<file path="src/rtl/bounce_updater_n.sv">
// Per-step physics/scoring engine for the colour-bounce game: hit test, move, recolour, score.
// Optional combo scoring is enabled by defining BOUNCE_COMBO_EN.
module bounce_updater_n #(
  parameter int          NUM_PLATS  = 4,
  parameter int          POS_W      = 7,
  parameter int          COLOR_W    = 3,
  parameter int          SCORE_W    = 32,
  parameter int          BOUNCE_LEN = 20,
  parameter int          HIT_WIN    = 4,
  parameter int          FLOOR_Y    = 116,
  parameter int          START_Y    = 10,
  parameter logic [15:0] LFSR_SEED  = 16'hACE1
) (
  input  logic                         clk,
  input  logic                         resetn,
  input  logic                         step,
  input  logic                         restart,
  input  logic [NUM_PLATS-1:0]         keys,
  input  logic [NUM_PLATS*POS_W-1:0]   plat_pos,
  output logic [POS_W-1:0]             ball_y,
  output logic [POS_W-1:0]             prev_ball_y,
  output logic [COLOR_W-1:0]           ball_color,
  output logic [NUM_PLATS*COLOR_W-1:0] plat_colors,
  output logic [SCORE_W-1:0]           score,
  output logic                         busy,
  output logic                         done,
  output logic                         gameover
);
  localparam int                           CNT_W     = $clog2(BOUNCE_LEN + 1);
  localparam logic [POS_W-1:0]             START_POS = POS_W'(START_Y);
  localparam logic [COLOR_W-1:0]           COL_ONE   = COLOR_W'(1);
  localparam logic [NUM_PLATS*COLOR_W-1:0] PLAT_INIT = {NUM_PLATS{COL_ONE}};

  typedef enum logic [2:0] {S_IDLE, S_EVAL, S_MOVE, S_DONE, S_OVER} state_t;

  state_t                       state_q, state_d;
  logic [POS_W-1:0]             ball_y_q, ball_y_d, prev_q, prev_d;
  logic [COLOR_W-1:0]           bc_q, bc_d, new_col, sel_col;
  logic [NUM_PLATS*COLOR_W-1:0] plat_q, plat_d;
  logic [SCORE_W-1:0]           score_q, score_d;
  logic [CNT_W-1:0]             up_q, up_d;
  logic                         hit_q, hit_d;
  logic [15:0]                  lfsr_q, lfsr_d;
  logic [POS_W-1:0]             sel_pos;
  logic [POS_W:0]               win_hi;
  logic                         press, hit_now;
  logic [3:0]                   score_inc;
  int                           n_low, force_idx;
`ifdef BOUNCE_COMBO_EN
  logic [2:0]                   combo_q, combo_d;
  logic                         press_q, press_d;
`endif

  function automatic logic [COLOR_W-1:0] nz_color(input logic [COLOR_W-1:0] c);
    return (c == '0) ? COL_ONE : c;
  endfunction

  // Colour for platform j: LFSR rotated right by j*COLOR_W, low bits taken.
  function automatic logic [COLOR_W-1:0] rot_color(input logic [15:0] l, input int j);
    return nz_color(COLOR_W'({l, l} >> ((j * COLOR_W) % 16)));
  endfunction

  function automatic logic [SCORE_W-1:0] sat_add(input logic [SCORE_W-1:0] a, input logic [3:0] b);
    logic [SCORE_W:0] s;
    s = {1'b0, a} + (SCORE_W+1)'(b);
    return s[SCORE_W] ? '1 : s[SCORE_W-1:0];
  endfunction

  // Hit test against the currently pressed key; window sum kept one bit wider so it cannot wrap.
  always_comb begin
    n_low   = 0;
    sel_pos = '0;
    sel_col = '0;
    for (int i = 0; i < NUM_PLATS; i++) begin
      if (!keys[i]) begin
        n_low   = n_low + 1;
        sel_pos = plat_pos[i*POS_W +: POS_W];
        sel_col = plat_q[i*COLOR_W +: COLOR_W];
      end
    end
    press   = (n_low == 1);
    win_hi  = {1'b0, ball_y_q} + (POS_W+1)'(HIT_WIN);
    hit_now = press && (sel_col == bc_q) && (sel_pos >= ball_y_q) && ({1'b0, sel_pos} <= win_hi);
  end

  always_comb begin
    state_d   = state_q;
    ball_y_d  = ball_y_q;
    prev_d    = prev_q;
    bc_d      = bc_q;
    plat_d    = plat_q;
    score_d   = score_q;
    up_d      = up_q;
    hit_d     = hit_q;
    lfsr_d    = {lfsr_q[14:0], lfsr_q[15] ^ lfsr_q[13] ^ lfsr_q[12] ^ lfsr_q[10]};
    new_col   = nz_color(lfsr_q[COLOR_W-1:0]);
    force_idx = int'(lfsr_q[15:8]) % NUM_PLATS;
    score_inc = 4'd1;
`ifdef BOUNCE_COMBO_EN
    combo_d   = combo_q;
    press_d   = press_q;
`endif
    case (state_q)
      S_IDLE: if (step) state_d = S_EVAL;
      S_EVAL: begin
        hit_d   = hit_now;
`ifdef BOUNCE_COMBO_EN
        press_d = press;
`endif
        state_d = S_MOVE;
      end
      S_MOVE: begin
        prev_d = ball_y_q;
        if (hit_q)            up_d = CNT_W'(BOUNCE_LEN);
        else if (up_q != '0)  up_d = up_q - 1'b1;
        // Direction follows the pre-update counter; a hit always bounces up.
        if (hit_q || up_q != '0) ball_y_d = (ball_y_q == '0) ? '0 : ball_y_q - 1'b1;
        else                     ball_y_d = (&ball_y_q) ? ball_y_q : ball_y_q + 1'b1;
`ifdef BOUNCE_COMBO_EN
        if (hit_q) begin
          combo_d   = (combo_q == 3'd7) ? 3'd7 : combo_q + 3'd1;
          score_inc = {1'b0, combo_d};
        end else if (press_q || up_q == CNT_W'(1)) begin
          combo_d   = '0;
        end
`endif
        if (hit_q) begin
          bc_d = new_col;
          for (int j = 0; j < NUM_PLATS; j++)
            plat_d[j*COLOR_W +: COLOR_W] = (j == force_idx) ? new_col : rot_color(lfsr_q, j);
          score_d = sat_add(score_q, score_inc);
        end
        state_d = S_DONE;
      end
      S_DONE: state_d = (int'(ball_y_q) >= FLOOR_Y) ? S_OVER : S_IDLE;
      S_OVER: begin
        if (restart) begin
          ball_y_d = START_POS;
          prev_d   = START_POS;
          bc_d     = COL_ONE;
          plat_d   = PLAT_INIT;
          score_d  = '0;
          up_d     = '0;
          hit_d    = 1'b0;
`ifdef BOUNCE_COMBO_EN
          combo_d  = '0;
          press_d  = 1'b0;
`endif
          state_d  = S_IDLE;
        end
      end
      default: state_d = S_IDLE;
    endcase
  end

  always_ff @(posedge clk) begin
    if (!resetn) begin
      state_q  <= S_IDLE;
      ball_y_q <= START_POS;
      prev_q   <= START_POS;
      bc_q     <= COL_ONE;
      plat_q   <= PLAT_INIT;
      score_q  <= '0;
      up_q     <= '0;
      hit_q    <= 1'b0;
      lfsr_q   <= LFSR_SEED;
`ifdef BOUNCE_COMBO_EN
      combo_q  <= '0;
      press_q  <= 1'b0;
`endif
    end else begin
      state_q  <= state_d;
      ball_y_q <= ball_y_d;
      prev_q   <= prev_d;
      bc_q     <= bc_d;
      plat_q   <= plat_d;
      score_q  <= score_d;
      up_q     <= up_d;
      hit_q    <= hit_d;
      lfsr_q   <= lfsr_d;
`ifdef BOUNCE_COMBO_EN
      combo_q  <= combo_d;
      press_q  <= press_d;
`endif
    end
  end

  assign ball_y      = ball_y_q;
  assign prev_ball_y = prev_q;
  assign ball_color  = bc_q;
  assign plat_colors = plat_q;
  assign score       = score_q;
  assign busy        = (state_q != S_IDLE);
  assign done        = (state_q == S_DONE);
  assign gameover    = (state_q == S_OVER);
endmodule

</file>
<file path="config.mk">
export PLATFORM = sky130hd
export DESIGN_NAME = bounce_updater_n
export DESIGN_NICKNAME = d
export VERILOG_FILES = /design/src/rtl/bounce_updater_n.sv
export SDC_FILE = /design/constraint.sdc
export NUM_CORES = 1
export LEC_CHECK = 0
export BUFFER_PORTS_ARGS = -buffer_cell sky130_fd_sc_hd__buf_2
export CAP_MARGIN = 20
export CORE_AREA = 2 2 84 146
export DETAILED_ROUTE_END_ITERATION = 8
export DIE_AREA = 0 0 86 148
export GPL_TIMING_DRIVEN = 0
export PLACE_DENSITY = 0.68
export SYNTH_ARGS = -nofsm -noshare
export SYNTH_HDL_FRONTEND = slang
export SYNTH_SLANG_ARGS = --single-unit
</file>
<file path="constraint.sdc">
create_clock -name clk -period 3.54 [get_ports clk]
set_input_delay 0.708 -clock clk [delete_from_list [all_inputs] [get_ports clk]]
set_output_delay 0.708 -clock clk [all_outputs]
set_load 0.1 [all_outputs]
</file>
==> results_dict.tcl, run 1 <==
set metrics [dict create \
    track_usage_pct 26.7 \
    synth.largest_area_cell "dfxtp_1" \
    drv_cap 0 \
    fmax_ghz 0.308 \
    clk_latency_ps 360 \
    post-place-ws_ps -154 \
    intPower_mw 1.56 \
    synthCells 644 \
    synthTopCellsByCount "dfxtp_1 (83), nand2_1 (58), o21ai_0 (52)" \
    holdCritStartpoint "lfsr_q[14]" \
    hp-class "flip-flop to flip-flop" \
    num_rows 52 \
    clk_pin_slew_worst_paths_ps 70 \
    swShare_pct 30.1 \
    fin_crit_ps 3250 \
    ant_nets 0 \
    rr_worst_depth 9 \
    worstPathCellList "clkbuf_1, clkbuf_1, clkbuf_2, a21oi_1, mux2_2, ha_1, a2111oi_0, a211o_1, o211ai_1, o21ai_0" \
    root_buffer "clkbuf_16" \
    crit_buf_inv 3 \
    first_pass_iters 5 \
    status "completed" \
    drt_iter0_drc 383 \
    post_cts_buffers 0 \
    worstReg2RegStart "ball_y[2]" \
    synth_most_common_cell "dfxtp_1" \
    leakage_nw 2.46 \
    required_ps 3820 \
    setup_slack_ps 294 \
    routed-via-count 5369 \
    pwr-share-clk_pct 43.4 \
    startpoint_type "input pin" \
    cts_tree "yes" \
    arrival_ps 3530 \
    die_w_um 86 \
    ys_warn_count 0 \
    switching_power_mw 0.674 \
    hold_depth 1 \
    endpoint_kind "flip-flop" \
    synth_area_leaders "dfxtp_1 (33%), ha_1 (5.7%), o21ai_0 (5.1%), nand2_1 (4.3%), a21oi_1 (4.2%)" \
    hold_buffers 0 \
    antenna_found_initial 0 \
    dp_hpwl_mm 12.9 \
    cts_buffers 9 \
    synth.distinct_cells 65 \
    die_y_um 148 \
    synthFlopType "dfxtp_1" \
    worstSetupPathType "input pin to flip-flop" \
    critPathMaxFanout 10 \
    grt_pass1_wl_mm 26.8 \
    critical_path.top_delay_family "compound AO/OA/AOI/OAI gates" \
    synth_edf_count 0 \
    drt-total-wl_mm 16.8 \
    syn_avg_cell_area_sq_um 7.89 \
    slowest_stage "a2111oi_0" \
    dpl_cell_area_sq_um 5750 \
    io_pins 100 \
    rrSetupSlack_ps 880 \
    max_stage_delay_ps 600 \
    n_antenna_cell 0 \
    drv_slew 0 \
    cpMostUsedCell "clkbuf_1" \
    start_util_pct 44.1 \
    share_comb_of_total_power_pct 13.1 \
    grt_overflow 0 \
    routedWlPerCell_um 18.8 \
    rsz0062_at_grt "false" \
    ir_drop_uv 260 \
    routabilityCongestion 0.926 \
    synth_seq_area_share_pct 32.7 \
    htreeDepth 3 \
    syn-num-nets 703 \
    post-route-period-util_pct 91.7 \
    clock_path_buffers 2 \
    finalNetCount 813 \
    port_buffers 98 \
    syn_area_sq_um 5080 \
    tightest_slew_ps 983 \
    synth-seq-cells 83 \
    slew_headroom_pct 33.9 \
    numClockSinks 83 \
    core_sq_um 11500 \
    grt_max_degree 19 \
    p_seq_share_pct 43.5 \
    synth_top_area_share_pct 32.7 \
    area_growth_pct 19.0 \
    synthArstFlopShare_pct 0 \
    setup_violations 0 \
    grt_pass1_vias 5370 \
    clock_skew_ps 9.75 \
    fin_setup_tns_ps 0 \
    p_per_area_nw_per_um2 370 \
    hold_violations 0 \
    fin_area_sq_um 6050 \
    timing.rr.end "hit_q" \
    die-area_sq_um 12700 \
    fill_cells 1103 \
    drcViolationCount 0 \
    vias_per_cell 6.01 \
    drive_gt1_share_pct 18.7 \
    hold_end "lfsr_q[15]" \
]
## power groups by stage
| stage | combinational [mW] | sequential [mW] | clock, mW |
|---|---|---|---|
| 2_1_floorplan | 0.186 | 1.01 | 0 |
| 3_3_place_gp | 0.283 | 0.992 | 0 |
| 3_5_place_dp | 0.290 | 0.994 | 0 |
| 4_1_cts | 0.291 | 0.972 | 0.980 |
| 5_1_grt | 0.319 | 0.975 | 1.02 |
| 6_report | 0.293 | 0.972 | 0.971 |
## worst max path at each step
stage	startpoint	endpoint	slack [ps]	cells after the start
floorplan	keys[2]	hit_q	460	11
global placement	keys[2]	hit_q	-110	10
detailed placement	keys[2]	hit_q	-150	10
CTS	keys[2]	hit_q	200	10
global route	keys[2]	hit_q	30	10
finish	keys[2]	hit_q	290	10
## layout by cell type, fill, tap and decap left out, drive strengths merged, types with 6 or more instances in the layout
cell type,count
xnor2,8
ha,23
nand2,58
nand4,16
dfxtp,83
mux2,8
a21boi,10
inv,26
nor4,12
clkbuf,44
nand3,31
o21ai,55
buf,106
nor2b,12
and3,6
o21a,7
mux2i,8
nand2b,14
nor3,24
and2,20
a22oi,13
o2bb2ai,6
a21oi,43
nor2,39
## worst reg2reg max path: cells and delay by family, from the launching register on
kind / cells / cell delay [ps]
DFF: 1 / 430
AOI/OAI and AO/OA: 4 / 1040
adders and majority gates: 2 / 510
buffers and inverters: 3 / 610
## cell families after synthesis
group	after synthesis	synth area share, %
adders and majority gates	23	5.66
and+or+nand+nor	256	26.7
muxes	16	3.35
buffers and inverters	62	5.07
DFF	83	32.7
AOI/OAI and AO/OA	194	24.7
xor gates and xnor gates	10	1.72
## layer usage
layer  share of wire [%]  wire length, um  GRT usage, %  up-vias
li1                    -                -             -     2596
met5                   0                0             0        -
met1                  38             6450          28.2     2550
met2                  53             8900          49.3      176
met3                 4.4              739          4.58       47
met4                 4.3              719          13.3        0
## repair_timing
item,in CTS,in global routing
endpoints found under the hold margin,0,0
endpoints found under the setup margin,0,1
resized for setup,0,1
## flip-flops by register name (all words and copies together) (netlist names)
register	cells
ball_color	2
ball_y	7
hit_q	1
lfsr_q	16
plat_colors	10
prev_ball_y	7
score	32
state_q	3
up_q	5
## layout make-up
class                   instances  area [sq um]  area share [%]
flip-flops and latches         83          1660            27.5
well taps                     135           169            2.79
repair buffers                 99           495            8.19
inverters                      20          75.1            1.24
plain buffers                  42           184            3.04
clock buffers                   9           225            3.72
clock inverters                 7          76.3            1.26
multi-input cells             499          3160            52.3
## stage by stage
stage / util (%) / std cells / hold WS [ps] / power (mW)
global route: 52.5 / 894 / 427 / 2.31
finish: 52.5 / 894 / 422 / 2.24
global placement: 49.8 / 877 / 394 / 1.28
CTS: 52.5 / 894 / 426 / 2.24
detailed placement: 49.9 / 878 / 406 / 1.28
floorplan: - / 644 / 386 / 1.19
Power figures use the tool's default switching activity.
==> run 2, diff against run 1 <==
==> constraint.sdc (replaced) <==
create_clock -name clk -period 3.54 [get_ports clk]
set_input_delay 0.354 -clock clk [delete_from_list [all_inputs] [get_ports clk]]
set_output_delay 0.354 -clock clk [all_outputs]
set_load 0.1 [all_outputs]
==> run 2 against run 1 <==
  * Cell count is the same
  * Combinational power about the same
  * Routed wire length is essentially flat
  * Clock-buffer cell count unchanged
  * Die area did not move
  * Sequential share of layout area barely moved
  * Non-clock buffer count did not move
  * Utilization about the same
  * Critical path type unchanged
  * Critical endpoint unchanged
  * Largest power group unchanged
==> results_dict.tcl, run 2 (synthesis results as in run 1) <==
set metrics [dict create \
    status "completed" \
    worstSetupPathType "input pin to flip-flop" \
    cts_resized 0 \
    io_pins 100 \
    max_stage_delay_ps 600 \
    drt_iter0_drc 382 \
    start_util_pct 44.1 \
    worstPathCellList "clkbuf_1, clkbuf_1, buf_1, a21oi_1, mux2_2, ha_1, a2111oi_0, a211o_1, o211ai_1, o21ai_0" \
    final-seq-area_sq_um 1660 \
    drt-total-wl_mm 16.8 \
    num_rows 52 \
    multiInputGateArea_sq_um 3160 \
    routedWlPerCell_um 18.8 \
    fin_area_sq_um 6050 \
    routed-via-count 5369 \
    startpoint_type "input pin" \
    mostFrequentLayoutCells "buf_2 (101), dfxtp_1 (83), nand2_1 (58)" \
    root_buffer "clkbuf_16" \
    rsz0062_at_grt "false" \
    antenna_found_initial 0 \
    drv_cap 0 \
    clock_skew_ps 9.75 \
    slew_headroom_pct 33.9 \
    dp_cells 878 \
    ant_nets 0 \
    routabilityCongestion 0.926 \
    clk_pin_slew_worst_paths_ps 70 \
    cpMostUsedCell "clkbuf_1" \
    track_usage_pct 26.7 \
    dp_hpwl_mm 12.9 \
    vias_per_cell 6.01 \
    required_ps 3820 \
    crit_buf_inv 3 \
    fin_cells 894 \
    port_buffers 98 \
    cts_buffers 9 \
    clock_path_buffers 2 \
    post_cts_buffers 0 \
    post-route-period-util_pct 86.3 \
    tightest_slew_ps 983 \
    critPathMaxFanout 10 \
    numClockSinks 83 \
    clk_latency_ps 360 \
    drive_gt1_share_pct 18.6 \
    slowest_stage "a2111oi_0" \
    fmax_ghz 0.327 \
    hold_violations 0 \
    core_sq_um 11500 \
    grt_pass1_vias 5370 \
    top_usage_layer "met2" \
    use_met3_pct 4.58 \
    hold_buffers 0 \
    hold_slack_ps 274 \
    drv_slew 0 \
    die_w_um 86 \
    grt_max_degree 19 \
    critical_path.top_delay_family "compound AO/OA/AOI/OAI gates" \
    fin_setup_tns_ps 0 \
    p_per_area_nw_per_um2 370 \
    grt.met2_usage_pct 49.3 \
    die_y_um 148 \
    largest_register_ff_count 32 \
    arrival_ps 3340 \
    htreeDepth 3 \
    hp-class "input pin to flip-flop" \
    endpoint_kind "flip-flop" \
    area_growth_pct 19.0 \
    n_antenna_cell 0 \
    fin_crit_ps 3060 \
    die-area_sq_um 12700 \
    finalNetCount 813 \
    setup_violations 0 \
    grt_overflow 0 \
    drcViolationCount 0 \
    dpl_cell_area_sq_um 5750 \
    grt_pass1_wl_mm 26.8 \
    leakage_nw 2.46 \
    first_pass_iters 5 \
    met1_usage_pct 28.2 \
    fill_cells 1103 \
    ir_drop_uv 260 \
    final_common_cell "buf_2" \
    cts_tree "yes" \
]
==> run 2: changes by cell type in the layout (fill, tap and decap cells not counted), sizes merged <==
cell | previous run | this run
clkbuf | 44 | 43
buf | 106 | 107
==> run 2: per-layer routing <==
metal,vias up,routed length [um]
met5,-,0
met4,0,719
met3,47,739
met2,176,8900
met1,2551,6440
li1,2595,-
==> run 2: per-stage QoR <==
| stage | utilization [%] | power, mW | worst slack (ps) |
|---|---|---|---|
| 5_1_grt | 52.5 | 2.31 | 183 |
| 3_5_place_dp | 49.9 | 1.28 | 200 |
| 2_1_floorplan | - | 1.19 | 655 |
| 3_3_place_gp | 49.8 | 1.28 | 244 |
| 6_report | 52.5 | 2.24 | 484 |
| 4_1_cts | 52.5 | 2.24 | 558 |
==> run 2: worst min-delay path, delay by kind of cell <==
kind,cells,cell delay (ps)
buffers and inverters,1,100
and+or+nand+nor,2,130
==> run 2: area by class of cell <==
type / count / area share (%)
Multi-Input combinational cell: 499 / 52.3
Sequential cell: 83 / 27.5
Timing Repair Buffer: 99 / 8.19
Clock buffer: 9 / 3.72
Buffer: 42 / 3.02
Tap cell: 135 / 2.79
Clock inverter: 7 / 1.26
Inverter: 20 / 1.24
==> run 2: worst paths after layout <==
path                end  startpoint  slack, ps  cells past startpoint
max reg2reg       hit_q   ball_y[2]        880                      9
min reg2reg  lfsr_q[15]  lfsr_q[14]        420                      1
min          state_q[0]        step        270                      3
max               hit_q     keys[2]        480                     10
==> run 2: power breakdown <==
| group | internal (mW) | switching, mW |
|---|---|---|
| sequential | 0.952 | 0.0204 |
| clock | 0.505 | 0.466 |
| combinational | 0.105 | 0.187 |
==> run 3, diff against run 2 <==
--- a/config.mk
+++ b/config.mk
@@ -7,11 +7,13 @@
 export LEC_CHECK = 0
 export BUFFER_PORTS_ARGS = -buffer_cell sky130_fd_sc_hd__buf_2
 export CAP_MARGIN = 20
-export CORE_AREA = 2 2 84 146
+export CELL_PAD_IN_SITES_DETAIL_PLACEMENT = 0
+export CELL_PAD_IN_SITES_GLOBAL_PLACEMENT = 2
+export CORE_AREA = 2 2 99 172
 export DETAILED_ROUTE_END_ITERATION = 8
-export DIE_AREA = 0 0 86 148
+export DIE_AREA = 0 0 101 174
 export GPL_TIMING_DRIVEN = 0
-export PLACE_DENSITY = 0.68
+export PLACE_DENSITY = 0.81
 export SYNTH_ARGS = -nofsm -noshare
 export SYNTH_HDL_FRONTEND = slang
 export SYNTH_SLANG_ARGS = --single-unit
==> run 3 against run 2 <==
  * Cell area rose by 1.3%
  * Critical path type unchanged
  * First-iteration DRC count fell by 40%
  * Sequential power barely moved
  * Combinational power barely moved
  * Global-route usage fell by 6.6 points
  * Non-clock buffer count fell by 1
  * Total power rose by 0.45%
==> results_dict.tcl, run 3 (synthesis results as in run 1) <==
set metrics [dict create \
    hold_buffers 0 \
    use_met3_pct 2.57 \
    startpoint_type "input pin" \
    clock_skew_ps 13.4 \
    numClockSinks 83 \
    root_buffer "clkbuf_16" \
    cts_resized 0 \
    leakage_nw 2.45 \
    status "completed" \
    fin_area_sq_um 6130 \
    largest_register_ff_count 32 \
    drive_gt1_share_pct 18.6 \
    die_w_um 101 \
    arrival_ps 3120 \
    drv_cap 0 \
    io_pins 100 \
    final-seq-area_sq_um 1660 \
    area_growth_pct 20.6 \
    track_usage_pct 20.1 \
    htreeDepth 3 \
    grt_max_degree 16 \
    met1_usage_pct 20.6 \
    port_buffers 98 \
    drv_slew 0 \
    vias_per_cell 5.63 \
    rr_worst_depth 7 \
    finalNetCount 812 \
    tightest_slew_ps 941 \
    hp-class "input pin to flip-flop" \
    core_sq_um 16300 \
    grt.met2_usage_pct 39.2 \
    worstSetupPathType "input pin to flip-flop" \
    grt_pass1_wl_mm 27.5 \
    required_ps 3800 \
    die-area_sq_um 17600 \
    setup_slack_ps 678 \
    power_mw 2.25 \
    critPathMaxFanout 10 \
    clk_latency_ps 340 \
    ir_drop_uv 208 \
    rsz0062_at_grt "false" \
    multiInputGateArea_sq_um 3170 \
    mostFrequentLayoutCells "buf_2 (100), dfxtp_1 (83), nand2_1 (58)" \
    dp_hpwl_mm 14.0 \
    cts_buffers 9 \
    num_rows 62 \
    antenna_found_initial 0 \
    routabilityCongestion 0.871 \
    first_pass_iters 4 \
    start_util_pct 31.2 \
    drt-total-wl_mm 17.9 \
    dpl_cell_area_sq_um 5820 \
    ant_nets 0 \
    n_antenna_cell 0 \
    slew_headroom_pct 36.7 \
    fill_cells 1748 \
    grt_pass1_vias 5322 \
    post-place-ws_ps 275 \
    routedWlPerCell_um 18.8 \
    drcViolationCount 0 \
    setup_violations 0 \
    post-route-period-util_pct 80.8 \
    final_common_cell "buf_2" \
    p_per_area_nw_per_um2 366 \
    post_cts_buffers 0 \
    cts_tree "yes" \
    clk_pin_slew_worst_paths_ps 60 \
    clock_path_buffers 2 \
    hold_depth 3 \
    drt_iter0_drc 228 \
    grt_overflow 0 \
    top_usage_layer "met2" \
    fmax_ghz 0.349 \
    die_y_um 174 \
    hold_violations 0 \
    routed-via-count 5348 \
    fin_setup_tns_ps 0 \
    fin_crit_ps 2860 \
    endpoint_kind "flip-flop" \
]
-- run 3: per-layer routing --
metal | wire length (um) | up-vias | share of wire, %
met3 | 753 | 35 | 4.2
met4 | 631 | 0 | 3.5
li1 | - | 2593 | -
met5 | 0 | - | 0
met2 | 9690 | 198 | 54
met1 | 6810 | 2522 | 38
-- run 3: layout make-up --
cell class	count	area share [%]
Clock buffer	10	3.90
Buffer	42	2.98
Sequential cell	83	27.1
Inverter	20	1.22
Timing Repair Buffer	98	8.00
Multi-Input combinational cell	499	51.7
Clock inverter	6	1.16
Tap cell	192	3.92
-- run 3: worst max-delay path, cell delays in order --
cell,delay (ps)
clkbuf_1,250
clkbuf_1,400
buf_1,430
a21oi_1,130
mux2_2,310
ha_1,340
a2111oi_0,480
a211o_1,200
o211ai_1,70
o21ai_0,160
-- run 3: path summary, 6_finish.rpt --
check | startpoint | endpoint | slack (ps)
hold / removal | step | state_q[0] | 300
setup / recovery | keys[2] | hit_q | 680
setup reg to reg | score[0] | score[29] | 850
hold reg to reg | lfsr_q[14] | lfsr_q[15] | 420
-- run 3: metrics by stage --
step | util, % | instances | hold slack (ps)
floorplan | - | 644 | 386
global placement | 35.7 | 934 | 393
detailed placement | 35.7 | 934 | 412
CTS | 37.6 | 950 | 296
global route | 37.6 | 950 | 342
finish | 37.6 | 950 | 295
-- run 3: power by group --
group          internal [mW]  switching, mW  total (mW)
Sequential             0.952         0.0205       0.973
Combinational          0.105          0.185       0.290
Clock                  0.573          0.410       0.982
Total                   1.63          0.615        2.25
